[src/rtl/mdiv_unit_if.sv]
// Bus between the memory stage / hazard unit and the multiply/divide unit.
// The master launches operations and observes HI/LO/BUSY; the slave is mdiv_unit.
interface mdiv_unit_if #(
    parameter int WIDTH = 32
);
    logic             EN;
    logic [2:0]       OP;
    logic [WIDTH-1:0] A;
    logic [WIDTH-1:0] B;
    logic             KILL;
    logic [WIDTH-1:0] HI;
    logic [WIDTH-1:0] LO;
    logic             BUSY;
    logic [1:0]       state_dbg;

    // EN is a one-cycle strobe with no back-pressure: the unit accepts every
    // EN it sees and reports an operation in flight through BUSY.
    modport master (output EN, OP, A, B, KILL, input HI, LO, BUSY, state_dbg);
    modport slave  (input EN, OP, A, B, KILL, output HI, LO, BUSY, state_dbg);
endinterface

[src/rtl/mdiv_unit.sv]
// Iterative shift-add multiplier / restoring divider that owns the HI/LO pair.
// One iteration per clock in CALC, sign fix-up and HI/LO write in FIX.
module mdiv_unit #(
    parameter int WIDTH = 32
) (
    input  logic        CLK,
    input  logic        RESET_N,
    mdiv_unit_if.slave  bus
);
    localparam int CW = $clog2(WIDTH);
    localparam logic [CW-1:0] CNT_LAST = CW'(WIDTH - 1);

    localparam logic [2:0] OP_MULT  = 3'd0;
    localparam logic [2:0] OP_MULTU = 3'd1;
    localparam logic [2:0] OP_DIV   = 3'd2;
    localparam logic [2:0] OP_DIVU  = 3'd3;
    localparam logic [2:0] OP_MTHI  = 3'd4;
    localparam logic [2:0] OP_MTLO  = 3'd5;

    typedef enum logic [1:0] {IDLE = 2'd0, CALC = 2'd1, FIX = 2'd2} state_t;

    state_t             state_q, state_d;
    logic [CW-1:0]      cnt_q, cnt_d;
    logic [2*WIDTH-1:0] prod_q, prod_d;
    logic [WIDTH-1:0]   opnd_q, opnd_d;
    logic               is_div_q, is_div_d;
    logic               neg_res_q, neg_res_d;
    logic               neg_rem_q, neg_rem_d;
    logic               bzero_q, bzero_d;
    logic [WIDTH-1:0]   hi_q, hi_d;
    logic [WIDTH-1:0]   lo_q, lo_d;
    logic               busy_q, busy_d;

    logic               op_signed;
    logic [WIDTH-1:0]   a_abs, b_abs;
    logic [WIDTH:0]     mul_sum, div_sh, div_diff;
    logic [2*WIDTH-1:0] mul_next, div_next, mul_fix;
    logic [WIDTH-1:0]   rem_fix, quot_fix;

    // Magnitudes; the most negative value becomes unsigned 2^(WIDTH-1).
    assign op_signed = (bus.OP == OP_MULT) || (bus.OP == OP_DIV);
    assign a_abs     = (op_signed && bus.A[WIDTH-1]) ? -bus.A : bus.A;
    assign b_abs     = (op_signed && bus.B[WIDTH-1]) ? -bus.B : bus.B;

    // prod_q holds {upper, lower} for multiply and {rem, quot} for divide.
    assign mul_sum  = {1'b0, prod_q[2*WIDTH-1:WIDTH]} + (prod_q[0] ? {1'b0, opnd_q} : '0);
    assign mul_next = {mul_sum, prod_q[WIDTH-1:1]};
    assign div_sh   = {prod_q[2*WIDTH-1:WIDTH], prod_q[WIDTH-1]};
    assign div_diff = div_sh - {1'b0, opnd_q};
    assign div_next = div_diff[WIDTH] ? {div_sh[WIDTH-1:0], prod_q[WIDTH-2:0], 1'b0}
                                      : {div_diff[WIDTH-1:0], prod_q[WIDTH-2:0], 1'b1};

    assign mul_fix  = neg_res_q ? -prod_q : prod_q;
    assign rem_fix  = neg_rem_q ? -prod_q[2*WIDTH-1:WIDTH] : prod_q[2*WIDTH-1:WIDTH];
    assign quot_fix = neg_res_q ? -prod_q[WIDTH-1:0] : prod_q[WIDTH-1:0];

    always_comb begin
        state_d   = state_q;
        cnt_d     = cnt_q;
        prod_d    = prod_q;
        opnd_d    = opnd_q;
        is_div_d  = is_div_q;
        neg_res_d = neg_res_q;
        neg_rem_d = neg_rem_q;
        bzero_d   = bzero_q;
        hi_d      = hi_q;
        lo_d      = lo_q;
        if (bus.KILL) begin
            state_d = IDLE;
        end else begin
            case (state_q)
                CALC: begin
                    prod_d = is_div_q ? div_next : mul_next;
                    cnt_d  = cnt_q + CW'(1);
                    if (cnt_q == CNT_LAST) state_d = FIX;
                end
                FIX: begin
                    if (is_div_q) begin
                        hi_d = rem_fix;
                        lo_d = bzero_q ? '1 : quot_fix;
                    end else begin
                        {hi_d, lo_d} = mul_fix;
                    end
                    state_d = IDLE;
                end
                default: ;
            endcase
            // A new EN discards whatever the in-flight operation would have written.
            if (bus.EN) begin
                case (bus.OP)
                    OP_MULT, OP_MULTU, OP_DIV, OP_DIVU: begin
                        state_d   = CALC;
                        cnt_d     = '0;
                        is_div_d  = bus.OP[1];
                        neg_res_d = op_signed & (bus.A[WIDTH-1] ^ bus.B[WIDTH-1]);
                        neg_rem_d = op_signed & bus.A[WIDTH-1];
                        bzero_d   = (bus.B == '0);
                        prod_d    = {{WIDTH{1'b0}}, (bus.OP[1] ? a_abs : b_abs)};
                        opnd_d    = bus.OP[1] ? b_abs : a_abs;
                        hi_d      = hi_q;
                        lo_d      = lo_q;
                    end
                    OP_MTHI: begin
                        state_d = IDLE;
                        hi_d    = bus.A;
                        lo_d    = lo_q;
                    end
                    OP_MTLO: begin
                        state_d = IDLE;
                        hi_d    = hi_q;
                        lo_d    = bus.A;
                    end
                    default: ;
                endcase
            end
        end
        busy_d = (state_d != IDLE);
    end

    always_ff @(posedge CLK or negedge RESET_N) begin
        if (!RESET_N) begin
            state_q   <= IDLE;
            cnt_q     <= '0;
            prod_q    <= '0;
            opnd_q    <= '0;
            is_div_q  <= 1'b0;
            neg_res_q <= 1'b0;
            neg_rem_q <= 1'b0;
            bzero_q   <= 1'b0;
            hi_q      <= '0;
            lo_q      <= '0;
            busy_q    <= 1'b0;
        end else begin
            state_q   <= state_d;
            cnt_q     <= cnt_d;
            prod_q    <= prod_d;
            opnd_q    <= opnd_d;
            is_div_q  <= is_div_d;
            neg_res_q <= neg_res_d;
            neg_rem_q <= neg_rem_d;
            bzero_q   <= bzero_d;
            hi_q      <= hi_d;
            lo_q      <= lo_d;
            busy_q    <= busy_d;
        end
    end

    assign bus.HI        = hi_q;
    assign bus.LO        = lo_q;
    assign bus.BUSY      = busy_q;
    assign bus.state_dbg = state_q;
endmodule

[src/flat_wrapper.sv]
// flat-port wrapper written by rule: the top's interface ports become plain ports
module mdiv_unit_flat 
#(
    parameter int WIDTH = 32
)
  (CLK, RESET_N, bus_EN, bus_OP, bus_A, bus_B, bus_KILL, bus_HI, bus_LO, bus_BUSY, bus_state_dbg);
  mdiv_unit_if #(.WIDTH(WIDTH)) bus_i ();
  input  logic CLK;
  input  logic RESET_N;
  input wire logic [$bits(bus_i.EN)-1:0] bus_EN;
  input wire logic [$bits(bus_i.OP)-1:0] bus_OP;
  input wire logic [$bits(bus_i.A)-1:0] bus_A;
  input wire logic [$bits(bus_i.B)-1:0] bus_B;
  input wire logic [$bits(bus_i.KILL)-1:0] bus_KILL;
  output wire logic [$bits(bus_i.HI)-1:0] bus_HI;
  output wire logic [$bits(bus_i.LO)-1:0] bus_LO;
  output wire logic [$bits(bus_i.BUSY)-1:0] bus_BUSY;
  output wire logic [$bits(bus_i.state_dbg)-1:0] bus_state_dbg;
  assign bus_i.EN = bus_EN;
  assign bus_i.OP = bus_OP;
  assign bus_i.A = bus_A;
  assign bus_i.B = bus_B;
  assign bus_i.KILL = bus_KILL;
  assign bus_HI = bus_i.HI;
  assign bus_LO = bus_i.LO;
  assign bus_BUSY = bus_i.BUSY;
  assign bus_state_dbg = bus_i.state_dbg;
  mdiv_unit #(.WIDTH(WIDTH)) u_core (.CLK(CLK), .RESET_N(RESET_N), .bus(bus_i));
endmodule
[config.mk]
export PLATFORM = sky130hd
export DESIGN_NAME = mdiv_unit_flat
export DESIGN_NICKNAME = d
export VERILOG_FILES = /design/src/rtl/mdiv_unit_if.sv /design/src/rtl/mdiv_unit.sv /design/src/flat_wrapper.sv
export SDC_FILE = /design/constraint.sdc
export NUM_CORES = 1
export LEC_CHECK = 0
export BUFFER_PORTS_ARGS = -buffer_cell sky130_fd_sc_hd__buf_2
export CAP_MARGIN = 30
export CORE_ASPECT_RATIO = 1.75
export CORE_MARGIN = 8
export CORE_UTILIZATION = 40
export CTS_BUF_LIST = sky130_fd_sc_hd__clkbuf_2
export DETAILED_ROUTE_END_ITERATION = 12
export PLACE_DENSITY = 0.6
export SKIP_CTS_REPAIR_TIMING = 1
export SLEW_MARGIN = 10
export SYNTH_ARGS = -nofsm -noshare
export SYNTH_HDL_FRONTEND = slang
export SYNTH_SLANG_ARGS = --single-unit
[constraint.sdc]
create_clock -name CLK -period 5.4 [get_ports CLK]
set_input_delay 0.54 -clock CLK [delete_from_list [all_inputs] [get_ports CLK]]
set_output_delay 0.54 -clock CLK [all_outputs]
set_load 0.1 [all_outputs]
After elaboration in Yosys (flattened, before gate mapping)
Index checks and enable logic that the tools add are counted.
- add/sub/neg operators: 8
- equality and inequality tests: 10
- muxes and demuxes: 30
- bitwise logic cells: 4
- reduce and logical (&&, ||, !) cells: 13
- operator list (operator ; number):
    32-bit 2-to-1 mux ; 14
    64-bit 2-to-1 mux ; 6
    32-bit negation ; 4
    32-bit one-hot mux with 2 select lines ; 2
    64-bit negation ; 1
    32-bit by 33-bit adder with 33-bit output ; 1
    33-bit by 32-bit subtractor with 33-bit output ; 1
    32-bit zero test ; 1
    5-bit 2-to-1 mux ; 3
    5-bit OR reduction ; 2
    2-bit one-hot mux with 2 select lines ; 2
    3-bit by 2-bit == test with 1-bit output (second input constant) ; 2
    3-bit == test (second input constant) ; 2
    2-bit 2-to-1 mux ; 3
    5-bit by 1-bit adder with 5-bit output (second input constant) ; 1
    5-bit == test (second input constant) ; 1
    2-bit != test (second input constant) ; 2
    2-bit AND reduction ; 2
    4-bit OR reduction ; 1
    3-bit by 1-bit == test with 1-bit output (second input constant) ; 1
    3-bit zero test ; 1
    3-bit AND reduction ; 1
    1-bit AND ; 2
    2-bit by 1-bit == test with 1-bit output (second input constant) ; 1
    7 further kinds ; 8
- flip-flop bits (word level): 172
- output and inout bits: 67

Longest topological paths before layout
- depth in word-level cells: 7
- gate-level depth with buffers: 15
- gate-level depth less buffers: 13

Worst setup path before layout
No wires, ideal clock.
- path kind: reg2reg
- from: reg u_core.prod_q[0]
- to: reg u_core.prod_q[60]
- library setup time: 87 ps
- data arrival time: 3131 ps
- required time: 5313 ps
- setup slack: 2182 ps
- cell stages (with the launch flop): 14
- period minus slack after synthesis: 3218 ps
- cells stage by stage: dfrtp_1 inv_1 clkbuf_1 nor2_1 ha_1 a21o_1 a31o_2 a221o_1 a21o_1 o21ai_0 o21ai_0 a211oi_1 a41oi_1 o211ai_1
- longest elaborated chain between the ends: 6
- RTL lines (item ; line ; RTL):
    start, declared ; mdiv_unit.sv:24 ; logic [2*WIDTH-1:0] prod_q, prod_d;
    start signal, assigned ; mdiv_unit.sv:136 ; prod_q <= prod_d;
    32-bit 2-to-1 mux (*) ; mdiv_unit.sv:46 ; assign mul_sum = {1'b0, prod_q[2*WIDTH-1:WIDTH]} + (prod_q[0] ? {1'b0, opnd_q} : '0);
    32-bit by 33-bit adder with 33-bit output (*) ; mdiv_unit.sv:46 ;
    64-bit 2-to-1 mux (*) ; mdiv_unit.sv:73 ; prod_d = is_div_q ? div_next : mul_next;
    64-bit 2-to-1 mux (*) ; mdiv_unit.sv:71 ; case (state_q)
    64-bit 2-to-1 mux ; mdiv_unit.sv:90 ; case (bus.OP)
    64-bit 2-to-1 mux (*) ; mdiv_unit.sv:89 ; if (bus.EN) begin
Mark *: on every way between the ends. The rest lies on a longest branch, timed or not.
A chain may end at the register's enable or synchronous reset.

Final worst setup path
- from: reg u_core.prod_q[0]
- to: reg u_core.prod_q[61]
The elaborated chain is that of the path after synthesis.

==> run metrics <==
status=finished, final reports clean; layout cells sized above 1=12.1%; vias in the first global route=16200; Worst Path Required=6200 ps; Worst Setup SP=u_core.prod_q[0]; Logic pwr share=63.5%; sw power=4.26 mW; Net Sw Frac=57.4%; most common cell after layout, fill and taps aside=a21oi_1; crit-path max FO=32; clock-pin slew reported for the worst setup and hold paths after clock tree synthesis=310 ps; # IOs=138; Slew Limit Fails=0; clock share of power=9.5%; Routed WL per cell=25.3 µm; r2r startpoint=u_core.prod_q[0]; nets=2223; Die ar.=44500 µm²; R2R setup slack=1300 ps; CTS buffer count=17; drt total wl=65100 µm; async set-or-reset flop fraction in the synthesized netlist=100%; initial antenna violation count=2; internal power=3.17 mW; #FFs+latches synth=172; Starting Density=40.4%; drt drc=0; Fmax achieved=244 MHz; Syn Area/Cell=7.69 µm²; most frequent cells in the layout=a21oi_1, nand2_1, nor2_1, dfrtp_1, o21ai_0; Slew HR=36.7%; GPL Wtd Cong=0.996; Worst Skew=30.5 ps; final setup vio count=0; FP Rows=94; Cell variety after synth=82; Leakage=7.27 nW; met2 usage=52.1%; final hold violation count=0; Period Utilization, post-route=75.9%; max-cap viol count=0; Pre-antenna DRT Iters=5; Critical Path Sink=u_core.prod_q[61]; via/cell ratio=6.25; DR vias=16100; gr busiest metal=met2; Main synth FF type=dfrtp_1; Netlist Area Pre-Place=15100 µm²; H-tree depth=4; post-route ant nets=0; CTS max path bufs=2; Hold Path Class=primary input to register; largest net degree at the start of global routing=94; WS Path Type=register to register; core area=37400 µm²; total track usage=28.9%; global-route wire length before repair=97600 µm; Yosys warning total=0; TNS Setup=0 ps; Num Clock Sinks=172; Hold Slack=42.2 ps; chip width=163 µm; RSZ-0062 raised after global routing=no; Syn Inst Count=1967; arrival time worst endpoint=4900 ps; power density over cell area=441 nW/µm²; Worst-Skew Late Latency=880 ps; Sequential Power Share=27.0%; Post-DP HPWL=50500 µm; Seq/Total Area, Yosys=28.5%; Critical Path Sink Type=register; die height=273 µm; routing usage on met1=30.1%; CTS tree=built; Iteration-0 DRC Markers=1146; Peak VDD IR=0.345 mV; grt total ovfl=0; syn nets=2112; CP startpoint kind=register; Post-synth EDFFs=0; reg2reg path depth=13; # port buffers=137; Worst-Margin Slew=949 ps; reg2reg end=u_core.prod_q[61]; area grow syn2layout=11.5%; Root Buffer=clkbuf_2; # fillers=3838; M3 GR Usage=4.10%; Period minus WS final=4100 ps
==> logic make-up after synthesis <==
| logic type | count (synthesis) | synth area share (%) |
|---|---|---|
| flip-flops | 172 | 28.5 |
| XOR/XNOR | 172 | 9.96 |
| multiplexers | 44 | 3.02 |
| buffers and inverters | 188 | 4.73 |
| AND/OR/NAND/NOR | 617 | 19.0 |
| AO/OA/AOI/OAI | 700 | 28.5 |
| adder cells (fa/ha/maj) | 74 | 6.22 |
==> synthesized netlist by cell type, types with 37 or more instances <==
master	instances	area share [%]
xor2_1	74	4.3
dfrtp_1	172	28
o21ai_0	169	5.6
nor3_1	45	1.5
a21oi_1	213	7.1
nor2_1	193	4.8
clkbuf_1	100	2.5
inv_1	68	1.7
xnor2_1	98	5.7
a22oi_1	37	1.8
nand2_1	209	5.2
o22ai_1	76	3.1
ha_1	72	6.0
==> state kept, by name, summed over array words and instances (netlist names) <==
register	count
u_core.cnt_q	5
u_core.is_div_q	1
u_core.bus.state_dbg	2
u_core.bus.LO	32
u_core.bzero_q	1
u_core.opnd_q	32
u_core.bus.BUSY	1
u_core.prod_q	64
u_core.bus.HI	32
u_core.neg_res_q	1
u_core.neg_rem_q	1
==> metal layers <==
| layer | share of wire [%] | wire length (µm) | up-vias |
|---|---|---|---|
| met2 | 51 | 33400 | 713 |
| met5 | 0 | 0 | - |
| li1 | - | - | 7388 |
| met4 | 7.5 | 4870 | 0 |
| met3 | 5.3 | 3450 | 223 |
| met1 | 36 | 23400 | 7762 |
==> power groups by stage <==
stage | combinational (mW) | clock, mW | sequential (mW)
6_report | 4.72 | 0.710 | 2.00
3_5_place_dp | 4.61 | 0 | 2.01
4_1_cts | 4.64 | 0.728 | 1.99
3_3_place_gp | 4.60 | 0 | 2.01
5_1_grt | 5.05 | 0.773 | 2.03
2_1_floorplan | 2.57 | 0 | 2.71
==> metrics by stage <==
step	area (µm²)	utilization [%]	std cells	setup WS [ps]	power (mW)
2_1_floorplan	15100	-	1967	2180	5.29
3_3_place_gp	16200	43.4	2500	1540	6.61
3_5_place_dp	16300	43.5	2502	1450	6.62
4_1_cts	16500	44.0	2534	1350	7.35
5_1_grt	16900	45.1	2573	1110	7.86
6_report	16900	45.1	2573	1300	7.43
==> worst min path at each step <==
stage / to / slack, ps / start / cells past startpoint
6_report: u_core.bus.HI[3] / 40 / bus_A[3] / 3
3_5_place_dp: u_core.bzero_q / 460 / u_core.bzero_q / 2
4_1_cts: u_core.bus.HI[12] / -330 / RESET_N / 1
3_3_place_gp: u_core.bzero_q / 460 / u_core.bzero_q / 2
5_1_grt: u_core.bus.HI[3] / -0.6 / bus_A[3] / 3
2_1_floorplan: u_core.bus.BUSY / 240 / RESET_N / 0
==> worst max-delay path: stages, from the launching register on <==
cell and delay, ps:
dfrtp_1 550, inv_1 120, buf_4 380, nor2_1 160, fa_1 450, a21oi_1 150
nor2b_1 70, a311o_1 390, a21oi_1 330, o21bai_1 290, a211oi_1 540, mux2i_1 270
a211oi_1 90, nor3_1 210
==> area by class of cell <==
cell class / instances / area, µm² / share of cell area (%)
Clock inverter: 15 / 125 / 0.742
Antenna cell: 2 / 5.00 / 0.0297
Clock buffer: 17 / 85.1 / 0.505
Timing Repair Buffer: 212 / 1350 / 8.03
Inverter: 68 / 255 / 1.51
Sequential cell: 172 / 4310 / 25.5
Tap cell: 480 / 601 / 3.56
Multi-Input combinational cell: 1607 / 10100 / 60.1
Power figures use the tool's default switching activity.
